**src/rtl/bnn_pkg.sv**
```systemverilog
// Shared types and widths for the BNN weight-streaming front end.
package bnn_pkg;
    localparam int NIB_W           = 4;
    localparam int BYTE_W          = 8;
    localparam int DEF_NUM_NEURONS = 12;

    typedef enum logic [2:0] {
        ST_IDLE,
        ST_WAIT,
        ST_LO,
        ST_HI,
        ST_DONE
    } state_t;
endpackage

```
**src/rtl/bnn_byte_fifo.sv**
```systemverilog
// Small synchronous byte FIFO with flush; read data is the current head entry.
module bnn_byte_fifo
    import bnn_pkg::*;
#(
    parameter int FIFO_DEPTH = 4
) (
    input  logic                         clk,
    input  logic                         reset,
    input  logic                         flush,
    input  logic                         push,
    input  logic [BYTE_W-1:0]            push_data,
    input  logic                         pop,
    output logic [BYTE_W-1:0]            pop_data,
    output logic                         full,
    output logic                         empty,
    output logic [$clog2(FIFO_DEPTH):0]  level
);
    localparam int AW = $clog2(FIFO_DEPTH);
    localparam int LW = AW + 1;

    logic [BYTE_W-1:0] mem [FIFO_DEPTH];
    logic [AW-1:0]     wr_ptr;
    logic [AW-1:0]     rd_ptr;
    logic              do_push;
    logic              do_pop;

    // Depth is a power of two, so the level MSB alone marks full.
    assign full     = level[AW];
    assign empty    = (level == '0);
    assign do_push  = push && !full;
    assign do_pop   = pop && !empty;
    assign pop_data = mem[rd_ptr];

    always_ff @(posedge clk) begin
        if (reset || flush) begin
            wr_ptr <= '0;
            rd_ptr <= '0;
            level  <= '0;
        end else begin
            if (do_push) wr_ptr <= wr_ptr + AW'(1);
            if (do_pop)  rd_ptr <= rd_ptr + AW'(1);
            case ({do_push, do_pop})
                2'b10:   level <= level + LW'(1);
                2'b01:   level <= level - LW'(1);
                default: level <= level;
            endcase
        end
    end

    always_ff @(posedge clk) begin
        if (do_push) mem[wr_ptr] <= push_data;
    end
endmodule

```
**src/rtl/bnn_weight_loader.sv**
```systemverilog
// Buffers weight bytes and streams them to the BNN core as low/high nibble pairs,
// one session of NUM_NEURONS bytes at a time.
module bnn_weight_loader
    import bnn_pkg::*;
#(
    parameter int NUM_NEURONS = DEF_NUM_NEURONS,
    parameter int FIFO_DEPTH  = 4
) (
    input  logic              clk,
    input  logic              reset,
    input  logic              start,
    input  logic              abort,
    input  logic [BYTE_W-1:0] in_data,
    input  logic              in_valid,
    output logic              in_ready,
    output logic              load_en,
    output logic [NIB_W-1:0]  weight_nib,
    output logic              busy,
    output logic              done,
    output logic              aborted,
    output logic [NIB_W-1:0]  neuron_idx
);
    localparam int                LW       = $clog2(FIFO_DEPTH) + 1;
    localparam logic [NIB_W-1:0]  LAST_CNT = NIB_W'(NUM_NEURONS);
    localparam logic [LW-1:0]     DEPTH_L  = LW'(FIFO_DEPTH);

    state_t             state_q, state_d;
    logic [NIB_W-1:0]   accepted_q, accepted_d;
    logic [NIB_W-1:0]   idx_d, nib_d;
    logic               abort_pend_q, abort_pend_d;
    logic               exit_abort, load_d, busy_d, ready_d;
    logic               push, pop, flush;
    logic               fifo_full, fifo_empty;
    logic [BYTE_W-1:0]  fifo_data, byte_q;
    logic [LW-1:0]      level, level_d;

    assign push = in_valid && in_ready && !fifo_full;

    bnn_byte_fifo #(.FIFO_DEPTH(FIFO_DEPTH)) u_fifo (
        .clk       (clk),
        .reset     (reset),
        .flush     (flush),
        .push      (push),
        .push_data (in_data),
        .pop       (pop),
        .pop_data  (fifo_data),
        .full      (fifo_full),
        .empty     (fifo_empty),
        .level     (level)
    );

    always_comb begin
        state_d      = state_q;
        accepted_d   = accepted_q;
        idx_d        = neuron_idx;
        nib_d        = weight_nib;
        abort_pend_d = abort_pend_q;
        exit_abort   = 1'b0;
        load_d       = 1'b0;
        pop          = 1'b0;
        flush        = 1'b0;
        if (push) accepted_d = accepted_q + NIB_W'(1);

        unique case (state_q)
            ST_IDLE: begin
                if (start && !abort) begin
                    state_d      = ST_WAIT;
                    flush        = 1'b1;
                    accepted_d   = '0;
                    idx_d        = '0;
                    abort_pend_d = 1'b0;
                end
            end
            ST_WAIT: begin
                abort_pend_d = abort_pend_q || abort;
                if (abort_pend_d) begin
                    state_d    = ST_DONE;
                    exit_abort = 1'b1;
                end else if (!fifo_empty) begin
                    pop     = 1'b1;
                    state_d = ST_LO;
                    load_d  = 1'b1;
                    nib_d   = fifo_data[NIB_W-1:0];
                end
            end
            ST_LO: begin
                // A pair is never split: abort only takes effect after HI.
                abort_pend_d = abort_pend_q || abort;
                state_d      = ST_HI;
                load_d       = 1'b1;
                nib_d        = byte_q[BYTE_W-1:NIB_W];
            end
            ST_HI: begin
                abort_pend_d = abort_pend_q || abort;
                idx_d        = neuron_idx + NIB_W'(1);
                if (idx_d == LAST_CNT) begin
                    state_d = ST_DONE;
                end else if (abort_pend_d) begin
                    state_d    = ST_DONE;
                    exit_abort = 1'b1;
                end else if (!fifo_empty) begin
                    pop     = 1'b1;
                    state_d = ST_LO;
                    load_d  = 1'b1;
                    nib_d   = fifo_data[NIB_W-1:0];
                end else begin
                    state_d = ST_WAIT;
                end
            end
            ST_DONE: begin
                flush        = 1'b1;
                abort_pend_d = 1'b0;
                state_d      = ST_IDLE;
            end
            default: state_d = ST_IDLE;
        endcase

        // in_ready is registered, so it is evaluated on next-cycle values.
        busy_d  = (state_d != ST_IDLE);
        level_d = flush ? '0 : level + LW'(push) - LW'(pop);
        ready_d = busy_d && (state_d != ST_DONE) && (level_d != DEPTH_L) &&
                  (accepted_d < LAST_CNT) && !abort_pend_d;
    end

    always_ff @(posedge clk) begin
        if (reset) begin
            state_q      <= ST_IDLE;
            accepted_q   <= '0;
            abort_pend_q <= 1'b0;
            in_ready     <= 1'b0;
            load_en      <= 1'b0;
            weight_nib   <= '0;
            busy         <= 1'b0;
            done         <= 1'b0;
            aborted      <= 1'b0;
            neuron_idx   <= '0;
        end else begin
            state_q      <= state_d;
            accepted_q   <= accepted_d;
            abort_pend_q <= abort_pend_d;
            in_ready     <= ready_d;
            load_en      <= load_d;
            weight_nib   <= nib_d;
            busy         <= busy_d;
            done         <= (state_d == ST_DONE) && !exit_abort;
            aborted      <= (state_d == ST_DONE) && exit_abort;
            neuron_idx   <= idx_d;
        end
    end

    always_ff @(posedge clk) begin
        if (pop) byte_q <= fifo_data;
    end
endmodule

```
**config.mk**
```make
export PLATFORM = sky130hd
export DESIGN_NAME = bnn_weight_loader
export DESIGN_NICKNAME = d
export VERILOG_FILES = /design/src/rtl/bnn_pkg.sv /design/src/rtl/bnn_byte_fifo.sv /design/src/rtl/bnn_weight_loader.sv
export SDC_FILE = /design/constraint.sdc
export NUM_CORES = 1
export LEC_CHECK = 0
export BUFFER_PORTS_ARGS = -buffer_cell sky130_fd_sc_hd__buf_2
export CORE_MARGIN = 4
export CORE_UTILIZATION = 50
export DETAILED_ROUTE_END_ITERATION = 8
export GPL_ROUTABILITY_DRIVEN = 0
export PLACE_DENSITY = 0.67
export SETUP_SLACK_MARGIN = 0.3
export SKIP_CTS_REPAIR_TIMING = 1
export SYNTH_ARGS = -nofsm -noshare
export SYNTH_HDL_FRONTEND = slang
export SYNTH_HIERARCHICAL = 1
export SYNTH_SLANG_ARGS = --single-unit
```
**constraint.sdc**
```tcl
create_clock -name clk -period 4.2 [get_ports clk]
set_clock_uncertainty 0.1 [all_clocks]
set_input_delay 0.84 -clock clk [delete_from_list [all_inputs] [get_ports clk]]
set_output_delay 0.84 -clock clk [all_outputs]
set_load 0.1 [all_outputs]
```
# Word level (Yosys, flattened, before mapping)
# Memories as Yosys holds them, arrays and structs flattened. A register that Yosys moved wholly into a read port is not among the register bits.
# Cells that the tools add are included.
[totals]
in_bits = 13
mem_bits_ro = 0
regBits = 36
memories = 1
latchBits = 0
word_cells = 97
output_inout_bits = 13
mem_bits_rw = 32
[op_classes]
n_addsub = 8
reduce_logical = 27
n_div = 0
shifts = 0
mux = 34
bitwise_logic = 0
magnitude_cmp = 1
n_eq_ne = 12
multipliers = 0
[mem_list]
columns = ["name", "depth", "width", "read_ports", "rd_clocked_by_memory_dff", "wr", "line", "text"]
rows = [
  ["u_fifo.mem", 4, 8, 1, 1, 1, "bnn_byte_fifo.sv:21", "logic [BYTE_W-1:0] mem [FIFO_DEPTH];"],
]
[ops]
columns = ["cell", "count"]
rows = [
  ["4-bit two-way mux", 7],
  ["3-bit two-way mux", 6],
  ["3-bit one-hot mux with 4 select lines", 1],
  ["4-bit one-hot mux with 3 select lines", 1],
  ["1-bit logical AND", 11],
  ["1-bit two-way mux", 9],
  ["4-bit by 1-bit adder with 4-bit output (second input constant)", 2],
  ["4-bit one-hot mux with 2 select lines", 1],
  ["3-bit by 2-bit == test with 1-bit output (second input constant)", 2],
  ["3-bit == test (second input constant)", 2],
  ["3-bit logical NOT", 2],
  ["2-bit two-way mux", 3],
  ["3-bit != test (second input constant)", 2],
  ["1-bit one-hot mux with 2 select lines", 3],
  ["1-bit one-hot mux with 3 select lines", 2],
  ["3-bit one-hot mux with 2 select lines", 1],
  ["3-bit nonzero test", 2],
  ["1-bit logical NOT", 5],
  ["2-bit by 1-bit adder with 2-bit output (second input constant)", 2],
  ["4-bit == test (second input constant)", 1],
  ["4-bit less-than comparator (second input constant)", 1],
  ["2-bit != test (second input constant)", 2],
  ["2-bit AND reduction", 2],
  ["2-bit nonzero test", 2],
  ["9 further kinds", 10],
]

# Logic depth before layout (Yosys ltp)
# Gate-level depths: netlist of run 1.
[depth]
depth_word = 11
mapped_depth = 13
mapped_depth_nobuf = 13

# Modules after synthesis
# The synthesis of run 1 kept the hierarchy.
[modules_own_cells]
columns = ["mod", "seq_area_each_um2", "area_each_um2", "instances", "cells_per_inst"]
rows = [
  ["bnn_byte_fifo", 1141.1, 1627.8, 1, 95],
  ["bnn_weight_loader", 540.5, 1166.1, 1, 123],
]

# Worst setup path after synthesis of run 1
# Ideal clock, no wire load.
[synth_timing]
kind = "register -> register"
start = "reg neuron_idx[2]"
end = "reg in_ready"
arrival_ns = 3.237
period_less_slack_ns = 3.467
path_slack_ns = 0.733
setup_ns = 0.129
path_stages_with_launch = 13
t_required_ns = 3.971
n_path_buf = 0
path_cell_list = "dfxtp_1 and4b_4 nand2b_4 nor3_4 ha_1 inv_1 ha_1 inv_1 fa_1 xor2_1 xnor2_1 nor4b_1 a311oi_1"
[synth_between]
elab_chain_cells = 10
elab_cells_between_ends = 15
cone_classes = "2 x add/sub; 3 x eq/ne; 5 x mux; 5 x reduce/logical"
[synth_rtl]
columns = ["item", "line", "text"]
rows = [
  ["from (decl)", "bnn_weight_loader.sv:21", "output logic [NIB_W-1:0] neuron_idx"],
  ["from (signal assigned)", "bnn_weight_loader.sv:147", "neuron_idx <= idx_d;"],
  ["4-bit by 1-bit adder with 4-bit output", "bnn_weight_loader.sv:95", "idx_d = neuron_idx + NIB_W'(1);"],
  ["4-bit == test", "bnn_weight_loader.sv:96", "if (idx_d == LAST_CNT) begin"],
  ["1-bit two-way mux", "bnn_weight_loader.sv:96", ""],
  ["1-bit one-hot mux with 2 select lines", "bnn_weight_loader.sv:64", "unique case (state_q)"],
  ["net pop", "bnn_weight_loader.sv:32", "logic push, pop, flush;"],
  ["3-bit by 1-bit subtractor with 3-bit output", "bnn_weight_loader.sv:120", "level_d = flush ? '0 : level + LW'(push) - LW'(pop);"],
  ["3-bit two-way mux", "bnn_weight_loader.sv:120", ""],
  ["3-bit != test", "bnn_weight_loader.sv:121", "ready_d = busy_d && (state_d != ST_DONE) && (level_d != DEPTH_L) &&"],
  ["1-bit logical AND (2 in series)", "bnn_weight_loader.sv:121", ""],
  ["1-bit logical AND", "bnn_weight_loader.sv:122", "(accepted_d < LAST_CNT) && !abort_pend_d;"],
  ["to (signal assigned)", "bnn_weight_loader.sv:141", "in_ready <= ready_d;"],
  ["to (decl)", "bnn_weight_loader.sv:15", "output logic in_ready,"],
]
# The timed path passes the listed nets, and every way through them passes these cells.
# A chain may end at the register's enable or synchronous reset.

# Worst setup path after layout of run 1
[layout_timing]
start = "reg neuron_idx[0]"
end = "reg in_ready"
# Same word-level chain as after synthesis.

==> flow_summary.toml, run 1 <==
[status]
status = "completed"

[sta]
post-route-min-period_ns = 2.89
final.setup.tns_ns = 0
holdWs_ns = 0.381
worstMarginPinSlew_ns = 0.537
fin_crit_sh_pct = 68.8
rsz0062_at_grt = "no"
max_freq_ghz = 0.346
setup_ws_ns = 1.31
slew_viol_final = 0
setup_violations = 0
relSlewSlack_pct = 64.2
hold_viol = 0

[cells_and_area]
final_util_pct = 60.7
n_antenna_cell = 0
area_delta_synth_final_pct = 14.5
fin_nets = 271
drive_gt1_share_pct = 23.0
fin_cells = 322
finalInstanceArea_um2 = 3200

[setup_path]
crit_arrival_ns = 3.01
crit_required_ns = 4.32
crit_fanout = 5
critical_path.startpoint_type = "flip-flop"
end_kind = "flip-flop"
critPathKind = "flip-flop to flip-flop"

[clock_tree]
insertion_delay_ns = 0.34
cts_made_buffers = 9
cts_tree = "done"
clock-root-buffer = "clkbuf_8"
path_clk_slew_ns = 0.08
h-tree-depth = 3
clk_path_buf_depth = 2
clkSinkCount = 66

[placement]
placed_area_um2 = 2970
io_buffers = 25
hpwl_um = 3040
placed_cells = 306
place_ws_ns = 0.979

[route]
ant_nets = 0
dr_total_vias = 1674
drt-vias-per-instance = 5.20
drc_errors = 0
dr.pass1.iters = 4
routedWlPerCell_um = 13.8
drt_iter0_markers = 61
wl_um = 4430

[logic_synthesis]
synth_area_leaders = "edfxtp_1 (39%), dfxtp_1 (21%), mux4_2 (6.4%), ha_1 (4.0%), nor2_1 (2.8%)"
synthDistinctLibCells = 41
avgSynthCellArea_um2 = 12.8
synth_top_family_by_area = "simple AND/OR/NAND/NOR gates"
synth_compound_area_share_pct = 5.24
syn_inst = 218
ys_warn_count = 6
synth_edf_count = 36
async_flop_share_pct = 0
synth_xor_xnor_area_share_pct = 2.82
synth_ff_type = "edfxtp_1"
synth_fa_ha_area_share_pct = 5.46
syn_nets = 242
syn_area_um2 = 2790
yosysTopAreaCell = "edfxtp_1"
ys_seq_elements = 66
yosysSeqAreaShare_pct = 60.2
synth_top_cell_area_share_pct = 38.7
synthMuxAreaShare_pct = 8.60
synth-simple-area-share_pct = 14.5

[floorplanning]
core-area_um2 = 5270
die_h_um = 82.8
initial_utilization_pct = 53.0
boundaryPins = 26
num_rows = 26
dieArea_um2 = 6850
fp.dieW_um = 82.8

[global_routing]
grt_max_degree = 18
globalRouteOverflowTotal = 0
grt_pass1_vias = 1545
grt_pass1_wl_um = 7160
antenna_found_initial = 0
grtUsageTotal_pct = 14.8

[power]
power_density_nw_per_um2 = 421
p_leak_nw = 1.17
vdd_drop_max_uv = 333
total_power_mw = 1.35

[job]
drv_cap = 0

[worst_hold_path]
hold_path.class = "flip-flop to flip-flop"
-- synthesized netlist by cell type (2+ instances only) --
cell type,instances
edfxtp_1,36
dfxtp_1,30
nor2_1,21
inv_1,13
a21oi_1,12
nand2_1,11
nor3_1,10
ha_1,9
mux4_2,8
xor2_1,7
mux2i_1,6
and2_1,5
o21ai_0,5
a211oi_1,4
clkbuf_1,3
nand2b_1,3
nand3_1,3
and3_1,2
buf_4,2
fa_1,2
nand4_1,2
nor4_1,2
or2_2,2
or3_1,2
xnor2_1,2
-- cell usage in the layout (no fill, tap or decap), types with 2 or more instances in the layout --
cell / instances
a211oi_1: 4
a21oi_1: 12
and2_1: 5
and3_1: 2
buf_2: 25
bufinv_16: 2
clkbuf_8: 9
clkinv_4: 2
dfxtp_1: 30
edfxtp_1: 36
fa_1: 2
ha_1: 9
inv_1: 13
inv_6: 2
mux2i_1: 6
mux4_2: 8
nand2_1: 11
nand2b_1: 3
nand3_1: 3
nand4_1: 2
nor2_1: 21
nor3_1: 10
nor4_1: 2
o21ai_0: 5
or2_2: 2
or3_1: 2
xnor2_1: 2
xor2_1: 7
-- area by class of cell --
cell class                      count  area (µm²)
Fill cell                         439        2070
Sequential cell                    66        1680
Multi-Input combinational cell    131        1020
Timing Repair Buffer               26         133
Clock buffer                        9         124
Clock inverter                      7         100
Tap cell                           70        87.6
Inverter                           13        48.8
-- critical path, stage by stage (launching register included) --
cell      delay, ns
dfxtp_1        0.35
ha_1           0.25
and4b_4        0.22
nand2b_4       0.15
nor3_4         0.21
ha_1           0.28
inv_1          0.06
ha_1           0.13
inv_1          0.05
fa_1           0.37
xor2_1         0.16
xnor2_1        0.13
nor4b_1        0.26
a311oi_1       0.07
-- kinds of logic after synthesis --
| group | count (synthesis) |
|---|---|
| AO/OA/AOI/OAI | 25 |
| XOR/XNOR | 9 |
| adder cells (fa/ha/maj) | 11 |
| buffers and inverters | 21 |
| flip-flops | 66 |
| multiplexers | 14 |
| AND/OR/NAND/NOR | 72 |
-- worst paths after layout --
| check | end | slack, ns | start | cells after the start |
|---|---|---|---|---|
| worst max-delay path | in_ready | 1.31 | neuron_idx[0] | 13 |
| worst min-delay path | done | 0.38 | neuron_idx[3] | 2 |
| worst max register to register | in_ready | 1.31 | neuron_idx[0] | 13 |
| worst min register to register | done | 0.38 | neuron_idx[3] | 2 |
-- power breakdown --
group          internal, mW  switching, mW  total [mW]
Sequential            0.687        0.00573       0.693
Combinational        0.0196         0.0443      0.0640
Clock                 0.339          0.252       0.591
Total                  1.05          0.302        1.35
-- routing by layer --
layer  track usage, %  vias up  part of all wire (%)
li1                 -      854                     -
met1             17.9      773                    46
met2             23.2       36                    47
met3             4.56       11                   5.1
met4             8.82        0                   2.6
met5                0        -                     0
-- registers in the layout, summed over array words and instances, names as in the netlist, named ones only --
signal / cells
neuron_idx: 4
u_fifo/mem: 32
byte_q: 4
weight_nib: 4
u_fifo/wr_ptr: 2
state_q: 3
u_fifo/rd_ptr: 2
in_ready: 1
abort_pend_q: 1
accepted_q: 4
aborted: 1
busy: 1
u_fifo/level: 3
load_en: 1
done: 1
No activity file was read; power rests on OpenSTA's default activity.
==> run 2, diff against run 1 <==
- clock period: 4.2 -> 2.7 ns (I/O delays scaled with it)
==> run 2 against run 1 <==
Against the previous run: total power increased by 56%; sequential share of layout area decreased by 2.4 points; cell count increased by 5.3%; register-to-register slack got worse by 1.2 ns; critical path depth unchanged; global-route usage increased by 1.6 points; worst hold slack got worse by 0.067 ns; cell area increased by 5.6%; via count increased by 3.0%; sequential power increased by 54%; combinational power increased by 78%; first-iteration DRC count increased by 18%; critical path type unchanged.
==> flow_summary.toml, run 2 (synthesis results as in run 1) <==
[cells_and_area]
largest-register = "u_fifo/mem"
regArea_um2 = 1690
final_common_cell = "edfxtp_1"
mostFrequentLayoutCells = "edfxtp_1 (36), dfxtp_1 (26), buf_2 (25)"
drive_gt1_share_pct = 32.3
multi_input_area_um2 = 1060
area_delta_synth_final_pct = 20.9
n_antenna_cell = 0
finalInstanceArea_um2 = 3380
largest_reg_flops = 32
final.fill_count = 424
fin_nets = 288

[setup_path]
critPathMostFrequentCell = "inv_1"
crit_fanout = 4
critPathLaunch = "neuron_idx[1]"
end_kind = "flip-flop"
crit_arrival_ns = 2.81
slowest_stage = "or3_4"
critical_path.startpoint_type = "flip-flop"
critPathKind = "flip-flop to flip-flop"
crit_buf_inv = 3
crit_required_ns = 2.88
critPathTopFamily = "simple AND/OR/NAND/NOR gates"
max_stage_delay_ns = 0.37
cp_cell_sequence = "ha_4, and4b_4, nand2b_4, nor3_4, buf_4, o31ai_2, inv_1, ha_2, inv_1, fa_2, xor2_1, or3_4, a21oi_2"
reg2reg_from = "neuron_idx[1]"

[global_routing]
grt_pass1_wl_um = 8020
antenna_found_initial = 0
globalRouteOverflowTotal = 0
grt_pass1_vias = 1683
grtUsageTotal_pct = 16.4
grt_max_degree = 18

[sta]
relSlewSlack_pct = 62.7
hold_viol = 0
holdWs_ns = 0.313
rsz0062_at_grt = "yes"
post-route-min-period_ns = 2.63
max_freq_ghz = 0.380
slew_viol_final = 0
fin_crit_sh_pct = 97.4
worstMarginPinSlew_ns = 0.559
setup_violations = 0

[clock_tree]
h-tree-depth = 3
clock-root-buffer = "clkbuf_8"
path_clk_slew_ns = 0.08
clk_path_buf_depth = 2
cts_tree = "done"
cts_made_buffers = 9
clkSinkCount = 66
insertion_delay_ns = 0.34

[floorplanning]
fp.dieW_um = 82.8
core-area_um2 = 5270
initial_utilization_pct = 53.0
dieArea_um2 = 6850
boundaryPins = 26
num_rows = 26
die_h_um = 82.8

[route]
drc_errors = 0
wl_um = 4800
drt-vias-per-instance = 5.09
dr.pass1.iters = 4
drt_iter0_markers = 72
dr_total_vias = 1724
ant_nets = 0
routedWlPerCell_um = 14.1

[worst_hold_path]
hold_path.class = "primary input to flip-flop"
hold_start = "in_data[3]"

[status]
status = "completed"

[power]
vdd_drop_max_uv = 510
power_density_nw_per_um2 = 623
p_leak_nw = 1.26

[placement]
io_buffers = 25
placed_area_um2 = 3110
hpwl_um = 3390

[job]
drv_cap = 0
[run 2: metal layers]
| metal | GRT usage (%) | wire, µm | up-vias |
|---|---|---|---|
| li1 | - | - | 880 |
| met1 | 19.5 | 2100 | 806 |
| met2 | 26.8 | 2380 | 31 |
| met3 | 6.51 | 248 | 7 |
| met4 | 6.37 | 69 | 0 |
| met5 | 0 | 0 | - |
[run 2: final timing paths]
check,end,slack (ns),cells after the start
hold reg to reg,done,0.36,1
hold / removal,u_fifo/mem[3][3],0.31,1
setup / recovery,u_fifo/level[2],0.07,13
setup reg to reg,u_fifo/level[2],0.07,13
[run 2: final cells by class]
| cell class | instances | area share, % |
|---|---|---|
| Clock buffer | 9 | 3.67 |
| Tap cell | 70 | 2.59 |
| Multi-Input combinational cell | 131 | 31.5 |
| Clock inverter | 7 | 2.96 |
| Sequential cell | 66 | 50.1 |
| Inverter | 13 | 1.44 |
| Timing Repair Buffer | 43 | 7.70 |
[run 2: stage by stage]
| step | setup slack [ns] | utilization, % | instances | power (mW) | setup TNS (ns) |
|---|---|---|---|---|---|
| 2_1_floorplan | -0.365 | - | 218 | 1.17 | -0.717 |
| 3_3_place_gp | -0.0689 | 59.0 | 321 | 1.21 | -0.0716 |
| 3_5_place_dp | -0.150 | 59.0 | 321 | 1.21 | -0.226 |
| 4_1_cts | -0.0945 | 63.3 | 337 | 2.13 | -0.0945 |
| 5_1_grt | -0.0606 | 64.1 | 339 | 2.19 | -0.119 |
| 6_report | 0.0712 | 64.1 | 339 | 2.10 | 0 |
[run 2: where the power goes]
group	internal (mW)	switching [mW]	total, mW
Combinational	0.0394	0.0747	0.114
Clock	0.529	0.389	0.918
Sequential	1.07	0.00668	1.07
==> run 3, diff against run 2 <==
- SLEW_MARGIN: not set -> 20
- SYNTH_HIERARCHICAL: 1 -> not set
==> run 3 against run 2 <==
Against the previous run: fmax is 0.66% lower; global-route usage down 0.57 points; total power down 6.2%; clock-buffer cell count stayed put; sequential share of layout area up 0.54 points; core utilization fell by 3.7 points; critical path type unchanged; critical endpoint is now in_ready.
==> flow_summary.toml, run 3 <==
[setup_path]
critPathKind = "flip-flop to flip-flop"
crit_arrival_ns = 2.81
critical_path.startpoint_type = "flip-flop"
cp_cell_sequence = "and3b_1, o2111ai_2, nand4_4, nor3_4, a21o_1, ha_1, inv_1, fa_2, xor3_1, a31oi_2, o21ai_1, nand2_1, o2111a_1"
crit_required_ns = 2.86
crit_fanout = 7
slowest_stage = "dfxtp_4"
max_stage_delay_ns = 0.37
ff2ff_path_depth = 13
end_kind = "flip-flop"

[floorplanning]
initial_utilization_pct = 51.9
boundaryPins = 26
die_h_um = 83.8
core-area_um2 = 5540
fp.dieW_um = 83.8
dieArea_um2 = 7030
num_rows = 27

[logic_synthesis]
syn_area_um2 = 2880
synth_top_cell_area_share_pct = 37.6
yosysTopAreaCell = "edfxtp_1"
ys_seq_elements = 66
synth_xor_xnor_area_share_pct = 2.96
synth-simple-area-share_pct = 15.2
yosys-top-cells-count = "edfxtp_1 (36), dfxtp_1 (30), nor2_1 (25), a21oi_1 (13)"
synth_ff_type = "edfxtp_1"
syn_inst = 235
synthDistinctLibCells = 43
synth_fa_ha_area_share_pct = 5.31
synth_compound_area_share_pct = 9.09
avgSynthCellArea_um2 = 12.2
synth_top_family_by_area = "simple AND/OR/NAND/NOR gates"
yosysSeqAreaShare_pct = 58.5
synth.most_common_cell = "edfxtp_1"
ys_warn_count = 0
synthMuxAreaShare_pct = 6.61
synth_area_leaders = "edfxtp_1 (38%), dfxtp_1 (21%), mux4_2 (6.3%), ha_1 (3.9%), nor2_1 (3.3%)"
synth_edf_count = 36
async_flop_share_pct = 0
syn_nets = 259

[clock_tree]
h-tree-depth = 3
cts_tree = "done"
clk_path_buf_depth = 2
clock-root-buffer = "clkbuf_8"
insertion_delay_ns = 0.32
cts_made_buffers = 9
path_clk_slew_ns = 0.07
clkSinkCount = 66

[placement]
placed_area_um2 = 3140
place_ws_ns = -0.0597
hpwl_um = 3700
placed_cells = 331
io_buffers = 25

[global_routing]
globalRouteOverflowTotal = 0
grt_pass1_wl_um = 8890
gr-usage-met1_pct = 20.7
gr-usage-met2_pct = 26.5
use_met3_pct = 3.06
grt_max_degree = 20
grtUsageTotal_pct = 15.9
grt_pass1_vias = 1848
antenna_found_initial = 0
grt_busiest_layer = "met2"

[sta]
hold_viol = 0
worstMarginPinSlew_ns = 0.551
rsz0062_at_grt = "yes"
setup_violations = 0
post-route-min-period_ns = 2.65
slew_viol_final = 0
setup_ws_ns = 0.0538
max_freq_ghz = 0.378
fin_crit_sh_pct = 98.0
relSlewSlack_pct = 63.2

[power]
power_density_nw_per_um2 = 590
switching_share_pct = 22.9
p_switching_mw = 0.452
vdd_drop_max_uv = 437
p_leak_nw = 1.21
p_comb_share_pct = 5.2
pwr-share-seq_pct = 54.2
intPower_mw = 1.52
clkPwrFrac_pct = 40.5

[cells_and_area]
fin_cells = 347
fin_nets = 294
area_delta_synth_final_pct = 16.3
mostFrequentLayoutCells = "edfxtp_1 (36), nor2_1 (25), dfxtp_1 (25), buf_2 (25), a21oi_1 (13)"
drive_gt1_share_pct = 24.7
finalInstanceArea_um2 = 3340
largest_reg_flops = 32
n_antenna_cell = 0
largest-register = "u_fifo.mem"
final_common_cell = "edfxtp_1"

[route]
routedWlPerCell_um = 14.6
dr_total_vias = 1854
drt_iter0_markers = 87
wl_um = 5070
drt-vias-per-instance = 5.34
dr.pass1.iters = 4
ant_nets = 0
drc_errors = 0

[job]
drv_cap = 0

[status]
status = "completed"

[worst_hold_path]
hold_path.class = "primary input to flip-flop"
worstHoldPathCells = 1
[run 3: cell type report]
class | count | area [µm²]
sequential | 66 | 1700
clock inverter | 7 | 68.8
fill | 472 | 2200
timing repair buffer | 33 | 185
inverter | 8 | 30.0
multi-input combinational | 152 | 1150
clock buffer | 9 | 124
tap | 72 | 90.1
[run 3: per-stage QoR]
stage	power [mW]	TNS, ns	util (%)	hold WS, ns
floorplan	1.16	-0.0807	-	0.359
global placement	1.19	0	56.6	0.379
detailed placement	1.20	-0.0597	56.6	0.392
CTS	1.99	-0.0191	60.1	0.310
global route	2.05	-0.124	60.4	0.312
finish	1.97	0	60.4	0.329
[run 3: path summary, 6_finish.rpt]
check                    from                to  slack [ns]
max             neuron_idx[3]          in_ready        0.05
min                in_data[7]  u_fifo.mem[3][7]        0.33
max reg2reg     neuron_idx[3]          in_ready        0.05
min reg2reg  u_fifo.rd_ptr[1]         flip-flop        0.39
[run 3: power groups by stage]
| stage | logic [mW] | clock network (mW) | registers, mW |
|---|---|---|---|
| 6_report | 0.103 | 0.800 | 1.07 |
| 4_1_cts | 0.103 | 0.821 | 1.07 |
| 2_1_floorplan | 0.0490 | 0 | 1.11 |
| 5_1_grt | 0.113 | 0.869 | 1.07 |
| 3_3_place_gp | 0.102 | 0 | 1.09 |
| 3_5_place_dp | 0.103 | 0 | 1.09 |
[run 3: critical path, delay by kind of cell (launching register included)]
family                   cells  cell delay (ns)
XOR/XNOR                     1             0.21
buffers and inverters        1             0.05
flip-flops                   1             0.37
adder cells (fa/ha/maj)      2             0.46
AO/OA/AOI/OAI                5             0.77
AND/OR/NAND/NOR              4             0.63
[run 3: kinds of logic after synthesis]
group | Yosys count
xor gates and xnor gates | 8
DFF | 66
buffers and inverters | 17
AOI/OAI and AO/OA | 41
and+or+nand+nor | 83
adders and majority gates | 11
muxes | 9
[run 3: metal layers]
metal / vias up / wire length [µm]
met2: 29 / 2470
met1: 879 / 2380
met4: 0 / 42
met5: - / 0
met3: 5 / 177
li1: 941 / -
